--- src/rtl/serial_adder_pkg.sv ---
// Shared FSM encoding and default operand width for the bit-serial adder.
package serial_adder_pkg;

    localparam int unsigned DEFAULT_WIDTH = 8;

    typedef enum logic [1:0] {
        ST_IDLE = 2'd0,
        ST_RUN  = 2'd1,
        ST_DONE = 2'd2
    } state_t;

endpackage : serial_adder_pkg

--- src/rtl/serial_adder_fa_cell.sv ---
// One-bit full adder used as the serial adder's per-bit datapath.
module fa_cell (
    input  logic a,
    input  logic b,
    input  logic ci,
    output logic s,
    output logic co
);

    always_comb begin
        s  = a ^ b ^ ci;
        co = (a & b) | (ci & (a ^ b));
    end

endmodule : fa_cell

--- src/rtl/serial_adder.sv ---
// Bit-serial adder: one bit per cycle, LSB first, fixed WIDTH+1 cycle latency.
// Define SERIAL_ADDER_OVF_EN to add the two's-complement overflow output ovf.
module serial_adder
    import serial_adder_pkg::*;
#(
    parameter int unsigned WIDTH = DEFAULT_WIDTH
) (
    input  logic             clk,
    input  logic             rst_n,
    input  logic             start,
    input  logic [WIDTH-1:0] a,
    input  logic [WIDTH-1:0] b,
    input  logic             cin,
    output logic             busy,
    output logic             done,
    output logic [WIDTH-1:0] sum,
    output logic             cout
`ifdef SERIAL_ADDER_OVF_EN
    ,
    output logic             ovf
`endif
);

    localparam int unsigned CW = $clog2(WIDTH + 1);

    state_t           state;
    logic [WIDTH-1:0] a_sr;
    logic [WIDTH-1:0] b_sr;
    logic [WIDTH-1:0] res_sr;
    logic             carry;
    logic [CW-1:0]    cnt;
    logic             bit_s_c;
    logic             bit_co_c;
    logic             last_c;
    logic             accept_c;
`ifdef SERIAL_ADDER_OVF_EN
    logic             c_msb;
`endif

    fa_cell u_fa (
        .a  (a_sr[0]),
        .b  (b_sr[0]),
        .ci (carry),
        .s  (bit_s_c),
        .co (bit_co_c)
    );

    always_comb begin
        last_c   = (cnt == CW'(WIDTH - 1));
        accept_c = start && ((state == ST_IDLE) || (state == ST_DONE));
    end

    // DONE is a one-cycle publish state; the done pulse follows it, giving WIDTH+1 latency.
    always_ff @(posedge clk or negedge rst_n) begin
        if (!rst_n) begin
            state  <= ST_IDLE;
            busy   <= 1'b0;
            done   <= 1'b0;
            sum    <= '0;
            cout   <= 1'b0;
            a_sr   <= '0;
            b_sr   <= '0;
            res_sr <= '0;
            carry  <= 1'b0;
            cnt    <= '0;
`ifdef SERIAL_ADDER_OVF_EN
            ovf    <= 1'b0;
            c_msb  <= 1'b0;
`endif
        end else begin
            done <= 1'b0;
            case (state)
                ST_IDLE: ;
                ST_RUN: begin
                    res_sr <= {bit_s_c, res_sr[WIDTH-1:1]};
                    carry  <= bit_co_c;
                    a_sr   <= a_sr >> 1;
                    b_sr   <= b_sr >> 1;
                    cnt    <= cnt + CW'(1);
                    if (last_c) begin
`ifdef SERIAL_ADDER_OVF_EN
                        c_msb <= carry;
`endif
                        state <= ST_DONE;
                        busy  <= 1'b0;
                    end
                end
                ST_DONE: begin
                    sum  <= res_sr;
                    cout <= carry;
                    done <= 1'b1;
`ifdef SERIAL_ADDER_OVF_EN
                    ovf  <= c_msb ^ carry;
`endif
                    state <= ST_IDLE;
                end
                default: begin
                    state <= ST_IDLE;
                    busy  <= 1'b0;
                end
            endcase
            // Acceptance overrides the DONE->IDLE move so back-to-back adds have no bubble.
            if (accept_c) begin
                a_sr  <= a;
                b_sr  <= b;
                carry <= cin;
                cnt   <= '0;
                state <= ST_RUN;
                busy  <= 1'b1;
            end
        end
    end

endmodule : serial_adder

--- config.mk ---
export PLATFORM = sky130hd
export DESIGN_NAME = serial_adder
export DESIGN_NICKNAME = d
export VERILOG_FILES = /design/src/rtl/serial_adder_pkg.sv /design/src/rtl/serial_adder_fa_cell.sv /design/src/rtl/serial_adder.sv
export SDC_FILE = /design/constraint.sdc
export NUM_CORES = 1
export LEC_CHECK = 0
export CORE_ASPECT_RATIO = 0.8
export CORE_UTILIZATION = 42
export CTS_BUF_LIST = sky130_fd_sc_hd__clkbuf_16
export DETAILED_ROUTE_END_ITERATION = 10
export GPL_TIMING_DRIVEN = 0
export HOLD_SLACK_MARGIN = 0.05
export PLACE_DENSITY = 0.66
export SYNTH_ARGS = -nofsm -noshare
export SYNTH_HDL_FRONTEND = slang
export SYNTH_SLANG_ARGS = --single-unit
--- constraint.sdc ---
create_clock -name clk -period 1.75 [get_ports clk]
set_clock_uncertainty 0.15 [all_clocks]
set_input_delay 0.525 -clock clk [delete_from_list [all_inputs] [get_ports clk]]
set_output_delay 0.525 -clock clk [all_outputs]
set_load 0.02 [all_outputs]
Yosys cells after proc, flatten, opt, wreduce, memory -nomap -nowiden
Cells that the tools add are included.
{ "word_totals": {"ff_bits": 42, "in_bits": 20, "out_inout_bits": 11, "wordCells": 44} }
{ "classes": {"add_sub_neg": 1, "eq_ne": 6, "muxes": 15, "bitwise": 5, "n_reduce_logical": 7} }
{ "op_table": {"columns": ["operator", "count"], "rows": [
  ["8-bit two-way mux", 4],
  ["4-bit two-way mux", 2],
  ["1-bit two-way mux", 5],
  ["4-bit by 1-bit adder with 4-bit output, second input constant", 1],
  ["4-bit by 3-bit == test with 1-bit output, second input constant", 1],
  ["2-bit two-way mux", 2],
  ["2-bit case mux with 2 select lines", 1],
  ["2-bit AND reduction", 2],
  ["3-bit != test, second input constant", 1],
  ["1-bit AND", 2],
  ["2-bit by 1-bit == test with 1-bit output, second input constant", 1],
  ["2-bit == test, second input constant", 1],
  ["2-bit zero test", 1],
  ["2-bit by 1-bit != test with 1-bit output, second input constant", 1],
  ["2-bit != test, second input constant", 1],
  ["1-bit case mux with 2 select lines", 1],
  ["2-bit nonzero test", 1],
  ["2-bit OR reduction", 1],
  ["1-bit bitwise XOR", 2],
  ["1-bit logical AND", 1],
  ["1-bit logical OR", 1],
  ["1-bit OR", 1]
]} }

Longest topological paths before layout
Gate-level depths: netlist of the first run.
{ "logic_depth": {"ltp_word": 5, "mapped_depth": 5, "mapped_depth_nobuf": 4} }

Hierarchy
A second synthesis of the first run with hierarchy kept.
{ "unflattened": {"cells_unflattened": 172, "hier_area_um2": 1783.0} }
{ "by_module_without_submodules": {"columns": ["mod", "instances", "cells_per_inst", "area_each_um2", "seq_area_each_um2"], "rows": [
  ["serial_adder", 1, 171, 1762.9, 1051.0],
  ["fa_cell", 1, 1, 20.0, 0.0]
]} }

Least setup slack after synthesis of the first run
OpenSTA, ideal clock, no wires.
{ "synth_path": {"path_kind": "reg2reg", "from": "register state[0]", "to": "register cout", "setup_ps": 128, "arrival_time_ps": 1017, "required_ps": 1472, "path_slack_ps": 455, "stages_incl_launch_ff": 4, "path_buffers": 1, "period_less_slack_ps": 1295, "cell_sequence": "dfrtp_1 nor2b_1 buf_2 mux2_1"} }
{ "synth_between": {"elab_chain_cells": 1} }
{ "synth_rtl": {"columns": ["item", "line", "rtl"], "rows": [
  ["start, declared", "serial_adder.sv:26", "state_t state;"],
  ["start signal, assigned", "serial_adder.sv:56", "state <= ST_IDLE;"],
  ["start signal, assigned", "serial_adder.sv:84", "state <= ST_DONE;"],
  ["start signal, assigned", "serial_adder.sv:95", "state <= ST_IDLE;"],
  ["2-bit == test", "serial_adder.sv:72", "case (state)"],
  ["end signal, assigned", "serial_adder.sv:90", "cout <= carry;"],
  ["end, declared", "serial_adder.sv:17", "output logic cout"]
]} }
Every way passes these cells.
A chain may end at the register's enable or synchronous reset.

Final worst setup path of the first run
{ "layout_path": {"from": "register busy", "to": "output port busy"} }
{ "layout_rtl": {"columns": ["item", "line", "rtl"], "rows": [
  ["start, declared", "serial_adder.sv:14", "output logic busy,"],
  ["start signal, assigned", "serial_adder.sv:57", "busy <= 1'b0;"],
  ["start signal, assigned", "serial_adder.sv:85", "busy <= 1'b0;"],
  ["start signal, assigned", "serial_adder.sv:99", "busy <= 1'b0;"]
]} }
No word-level cell between the ends.

==> results.sh, run 1 <==
export IMPL_power_mw=4.07
export IMPL_use_met2_pct=29.3
export IMPL_period_share_pct=95.5
export IMPL_clock_root_buffer="clkbuf_16"
export IMPL_netlist_top_cells_area="dfrtp_1, nand2_1, mux2_1"
export IMPL_wl_per_cell_um=13.2
export IMPL_clk_pin_slew_ns=0.05
export IMPL_ys_warn_count=0
export IMPL_fin_setup_tns_ns=0
export IMPL_status="complete, no violations"
export IMPL_syn_area_mm2=0.00178
export IMPL_cp_end_kind="output pin"
export IMPL_grt_setup_unrepaired="no"
export IMPL_met1_usage_pct=24.6
export IMPL_fin_crit_ns=1.67
export IMPL_place_hpwl_um=2490
export IMPL_synth_edff_count=0
export IMPL_p_leak_nw=1.08
export IMPL_yosys_top_cells_count="nand2_1, dfrtp_1, nor2_1"
export IMPL_die_w_um=74.9
export IMPL_grt_pass1_wl_um=6020
export IMPL_ff_latch_area_mm2=0.00105
export IMPL_nets=237
export IMPL_grt_overflow_total=0
export IMPL_required_ns=1.07
export IMPL_crit_path_max_fanout=3
export IMPL_grt_pass1_vias=1313
export IMPL_port_buffers=30
export IMPL_grt_max_degree=31
export IMPL_drt_iter0_drc=93
export IMPL_core_mm2=0.00393
export IMPL_worstMarginPinSlew_ns=0.343
export IMPL_remaining_drc_errors=0
export IMPL_synth_distinct_cells=23
export IMPL_antenna_found_initial=0
export IMPL_peakVddDrop_mv=0.789
export IMPL_routed_via_density=4.98
export IMPL_setup_violations=0
export IMPL_postCtsSetupBuffers=0
export IMPL_ioPinCount=31
export IMPL_holdCritStartpoint="res_sr[0]"
export IMPL_drive_above_1_share_pct=9.30
export IMPL_routed_wl_um=3570
export IMPL_powerDensity_mw_per_mm2=1770
export IMPL_detailroute_via_count=1344
export IMPL_drv_cap=0
export IMPL_die_area_mm2=0.00451
export IMPL_clk_latency_ns=0.27
export IMPL_antenna_cells=0
export IMPL_synth_top_area_cell="dfrtp_1"
export IMPL_crit_buf_inv=1
export IMPL_synth_fp_nets=198
export IMPL_htreeDepth=2
export IMPL_place_gp_congestion=0.764
export IMPL_ys_flop_type="dfrtp_1"
export IMPL_fmax_ghz=0.599
export IMPL_initial_utilization_pct=45.4
export IMPL_critPathLaunch="busy"
export IMPL_worstPathCellList="dlygate4sd2_1"
export IMPL_fillers=350
export IMPL_dr_pass1_iters=4
export IMPL_cts_tree="done"
export IMPL_top_usage_layer="met2"
export IMPL_hold_viol_final=0
export IMPL_dpl_cell_area_mm2=0.00217
export IMPL_synthArstFlopShare_pct=100
export IMPL_path_delay_family="flip-flops"
export IMPL_cts_path_max_buffers=2
export IMPL_grt_usage_pct=18.5
export IMPL_critPathSlowestCell="dfrtp_1"
export IMPL_cts_buffers_inserted=5
export IMPL_slowest_delay_ns=0.39
export IMPL_synth_top_area_share_pct=58.9
export IMPL_fin_area_mm2=0.00230
export IMPL_avgSynthCellArea_um2=10.1
export IMPL_relSlewSlack_pct=77.1
export IMPL_start_kind="flop"
export IMPL_synthCells=176
export IMPL_grt_use_met3_pct=4.55
export IMPL_rr_startpoint="state[0]"
export IMPL_multi_input_area_um2=662
export IMPL_syn2layout_area_growth_pct=28.8
export IMPL_path_class="flop to output pin"
export IMPL_die_h_um=60.3
export IMPL_final_max_slew_viol_count=0
export IMPL_synth_ff_latch_count=42
export IMPL_r2r_slack_ns=0.31
export IMPL_cp_arrival_ns=1.00
export IMPL_seq_area_frac_synth_pct=58.9
export IMPL_ant_nets=0
export IMPL_min_path_type="flop to flop"
export IMPL_yosys_cell_count_top_type="nand2_1"
export IMPL_cts_sinks=42
export IMPL_rows=20
## stage by stage
step | hold slack (ns) | worst slack, ns | cells | utilization (%)
final | 0.322 | 0.0794 | 270 | 58.5
after global routing | 0.353 | 0.0529 | 270 | 58.5
after CTS | 0.327 | 0.0699 | 270 | 58.5
after detailed placement | 0.298 | -0.162 | 262 | 55.2
after global placement | 0.307 | -1.03 | 261 | 54.8
after floorplan | 0.0794 | 0.455 | 176 | -
## sequential cells by signal (all words and copies together) (netlist names)
name    flops
cnt         4
cout        1
state       2
a_sr        8
sum         8
done        1
busy        1
b_sr        8
res_sr      8
carry       1
## layout by cell type, fill, tap and decap left out, drive strengths merged, types with 3 or more instances in the layout
cell type,count
mux2,10
nor2,16
a31oi,14
clkbuf,5
dfrtp,42
clkdlybuf4s50,18
dlygate4sd2,11
nand2,63
nand3,3
buf,13
## kinds of logic (layout without fill, tap and decap cells)
logic type	after synthesis	in the layout	synth area share (%)
AND/OR/NAND/NOR	90	90	20.5
flip-flops	42	42	58.9
AO/OA/AOI/OAI	19	19	6.45
multiplexers	12	12	8.34
buffers and inverters	11	50	4.00
adder cells (fa/ha/maj)	2	2	1.82
## cell type report
class                      count  area share [%]
clock inverter                 2           0.327
timing repair buffer          32            13.6
sequential                    42            45.8
clock buffer                   5            5.45
multi-input combinational    123            28.8
buffer                        11            3.10
tap                           55            3.00
## per-layer routing
layer  routed length [um]  part of all wire [%]
met3                  162                   4.5
met5                    0                     0
met1                 1670                    47
met2                 1690                    47
met4                   43                   1.2
## what timing repair did
item | CTS | global route
gates resized for setup | 11 | 0
hold endpoints to repair | 12 | 0
setup endpoints to repair | 11 | 0
hold buffers | 1 | 0
## worst paths after layout
check	to	cells past startpoint
max in group asynchronous	sum[0]	3
min in group asynchronous	state[1]	2
setup reg to reg	sum[7]	3
hold / removal	res_sr[0]	2
hold reg to reg	res_sr[0]	2
setup / recovery	busy	1
## power breakdown
group | internal [mW] | total, mW | switching, mW
registers | 1.42 | 1.69 | 0.274
clock network | 0.509 | 0.829 | 0.321
logic | 0.677 | 1.55 | 0.872
total | 2.60 | 4.07 | 1.47
No activity file was read; power rests on OpenSTA's default activity.
==> run 2: changes to the inputs <==
--- a/config.mk
+++ b/config.mk
@@ -5,7 +5,6 @@
 export SDC_FILE = /design/constraint.sdc
 export NUM_CORES = 1
 export LEC_CHECK = 0
-export CORE_ASPECT_RATIO = 0.8
 export CORE_UTILIZATION = 42
 export CTS_BUF_LIST = sky130_fd_sc_hd__clkbuf_16
 export DETAILED_ROUTE_END_ITERATION = 10
==> run 2 against run 1 <==
Against the previous run: final cell count down 1.5%; critical path depth unchanged; sequential share of layout area down 0.54 points; flip-flop and latch count unchanged; sequential power about the same; global-route usage up 0.16 points; non-clock buffer count unchanged; critical endpoint unchanged; highest routed layer unchanged.
==> results.sh, run 2 (same netlist as run 1, synthesis figures left out) <==
export IMPL_status="complete, no violations"
export IMPL_fmax_ghz=0.594
export IMPL_cts_sinks=42
export IMPL_port_buffers=30
export IMPL_cp_arrival_ns=1.01
export IMPL_wl_per_cell_um=14.0
export IMPL_fin_setup_tns_ns=0
export IMPL_worstPathCellList="dlygate4sd2_1"
export IMPL_fin_ws_ns=0.0665
export IMPL_critPathSlowestCell="dfrtp_1"
export IMPL_fillers=351
export IMPL_die_h_um=67.2
export IMPL_comb_power_share_pct=36.5
export IMPL_cts_buffers_inserted=5
export IMPL_layout_common_cells="nand2_1, dfrtp_1, clkdlybuf4s50_1"
export IMPL_final_max_slew_viol_count=0
export IMPL_drv_cap=0
export IMPL_pwr_share_clk_pct=24.1
export IMPL_routed_via_density=5.08
export IMPL_drive_above_1_share_pct=10.2
export IMPL_postCtsSetupBuffers=0
export IMPL_start_kind="flop"
export IMPL_cp_end_kind="output pin"
export IMPL_p_leak_nw=1.09
export IMPL_seq_power_share_pct=39.4
export IMPL_whs_ns=0.314
export IMPL_clock_root_buffer="clkbuf_16"
export IMPL_grt_pass1_wl_um=6110
export IMPL_slowest_delay_ns=0.40
export IMPL_place_hpwl_um=2540
export IMPL_initial_utilization_pct=44.3
export IMPL_path_class="flop to output pin"
export IMPL_powerDensity_mw_per_mm2=1850
export IMPL_fin_crit_ns=1.68
export IMPL_peakVddDrop_mv=0.631
export IMPL_grt_max_degree=42
export IMPL_crit_path_max_fanout=3
export IMPL_worstMarginPinSlew_ns=0.373
export IMPL_syn2layout_area_growth_pct=30.3
export IMPL_dp_cells=257
export IMPL_period_share_pct=96.2
export IMPL_ioPinCount=31
export IMPL_antenna_cells=0
export IMPL_dr_pass1_iters=4
export IMPL_grt_usage_pct=18.7
export IMPL_ant_nets=0
export IMPL_core_mm2=0.00403
export IMPL_routed_wl_um=3730
export IMPL_hold_viol_final=0
export IMPL_fin_cells=266
export IMPL_cts_path_max_buffers=2
export IMPL_clk_pin_slew_ns=0.06
export IMPL_drt_iter0_drc=126
export IMPL_htreeDepth=2
export IMPL_power_mw=4.29
export IMPL_detailroute_via_count=1352
export IMPL_die_w_um=67.2
export IMPL_setup_violations=0
export IMPL_clk_latency_ns=0.28
export IMPL_grt_setup_unrepaired="no"
export IMPL_p_switching_mw=1.53
export IMPL_path_delay_family="flip-flops"
export IMPL_dp_slack_ns=-0.188
export IMPL_relSlewSlack_pct=75.1
export IMPL_rows=23
export IMPL_required_ns=1.07
export IMPL_nets=237
export IMPL_grt_overflow_total=0
export IMPL_grt_pass1_vias=1357
export IMPL_crit_buf_inv=1
export IMPL_min_path_type="flop to flop"
export IMPL_antenna_found_initial=0
export IMPL_swShare_pct=35.7
export IMPL_internal_power_mw=2.76
export IMPL_remaining_drc_errors=0
export IMPL_cts_tree="done"
export IMPL_final_common_cell="nand2_1"
export IMPL_place_gp_congestion=0.783
export IMPL_die_area_mm2=0.00451
==> run 2: cell count changes in the layout (fill, tap and decap cells not counted) <==
| cell | delta |
|---|---|
| bufinv_16 | +1 |
| clkinvlp_4 | +1 |
| inv_1 | -1 |
==> run 2: stage by stage <==
stage | utilization, % | area, um2
5_1_grt | 57.7 | 2320
6_report | 57.7 | 2320
3_3_place_gp | 53.3 | 2150
3_5_place_dp | 53.7 | 2160
4_1_cts | 57.7 | 2320
2_1_floorplan | - | 1780
==> run 2: worst paths after layout <==
kind                       cells after the start  slack [ns]     start     end
hold reg to reg                                1        0.31    cnt[3]  cnt[3]
min in group asynchronous                      2        0.42     rst_n  sum[6]
setup reg to reg                               3        0.32  state[0]  sum[1]
max in group asynchronous                      3        0.63     rst_n  cnt[1]
hold / removal                                 1        0.31    cnt[3]  cnt[3]
setup / recovery                               1        0.07      busy    busy
==> run 2: area by class of cell <==
| class | instances | area [um2] | share of cell area [%] |
|---|---|---|---|
| buffer | 11 | 71.3 | 3.07 |
| clock buffer | 5 | 125 | 5.38 |
| clock inverter | 3 | 41.3 | 1.78 |
| multi-input combinational | 123 | 662 | 28.5 |
| sequential | 42 | 1050 | 45.2 |
| tap | 50 | 62.6 | 2.69 |
| timing repair buffer | 32 | 312 | 13.4 |
==> run 2: timing repair <==
action	4_1_cts	5_1_grt
endpoints found under the setup margin	11	0
resized for setup	11	0
hold buffers	1	0
endpoints found under the hold margin	1	0
==> run 2: power by group through the flow <==
stage | Sequential [mW] | Clock, mW | Combinational (mW)
global placement | 1.69 | 0 | 1.59
finish | 1.69 | 1.03 | 1.57
global route | 1.75 | 1.09 | 1.75
floorplan | 1.78 | 0 | 0.982
detailed placement | 1.71 | 0 | 1.65
CTS | 1.69 | 1.05 | 1.58
==> run 2: routing by layer <==
layer / wire length (um) / GRT usage (%) / part of all wire [%] / up-vias
met5: 0 / 0 / 0 / -
li1: - / - / - / 655
met1: 1700 / 22.5 / 46 / 664
met2: 1880 / 31.5 / 50 / 31
met4: 18 / 6.91 / 0.48 / 0
met3: 134 / 5.57 / 3.6 / 2
==> run 3: changes to the inputs <==
==> constraint.sdc (replaced) <==
create_clock -name clk -period 1.75 [get_ports clk]
set_clock_uncertainty 0.15 [all_clocks]
set_input_delay 0.525 -clock clk [delete_from_list [all_inputs] [get_ports clk]]
set_output_delay 0.525 -clock clk [all_outputs]
set_load 0.01 [all_outputs]
==> results of run 3 <==
The final DEF is identical to that of run 2. Status: complete, no violations.
Among the figures that moved: setup slack after layout 0.0665 ns -> 0.0952 ns; start point of the critical path busy -> start; end point of the critical path busy -> cnt[2]; total power 4.29 mW -> 4.21 mW
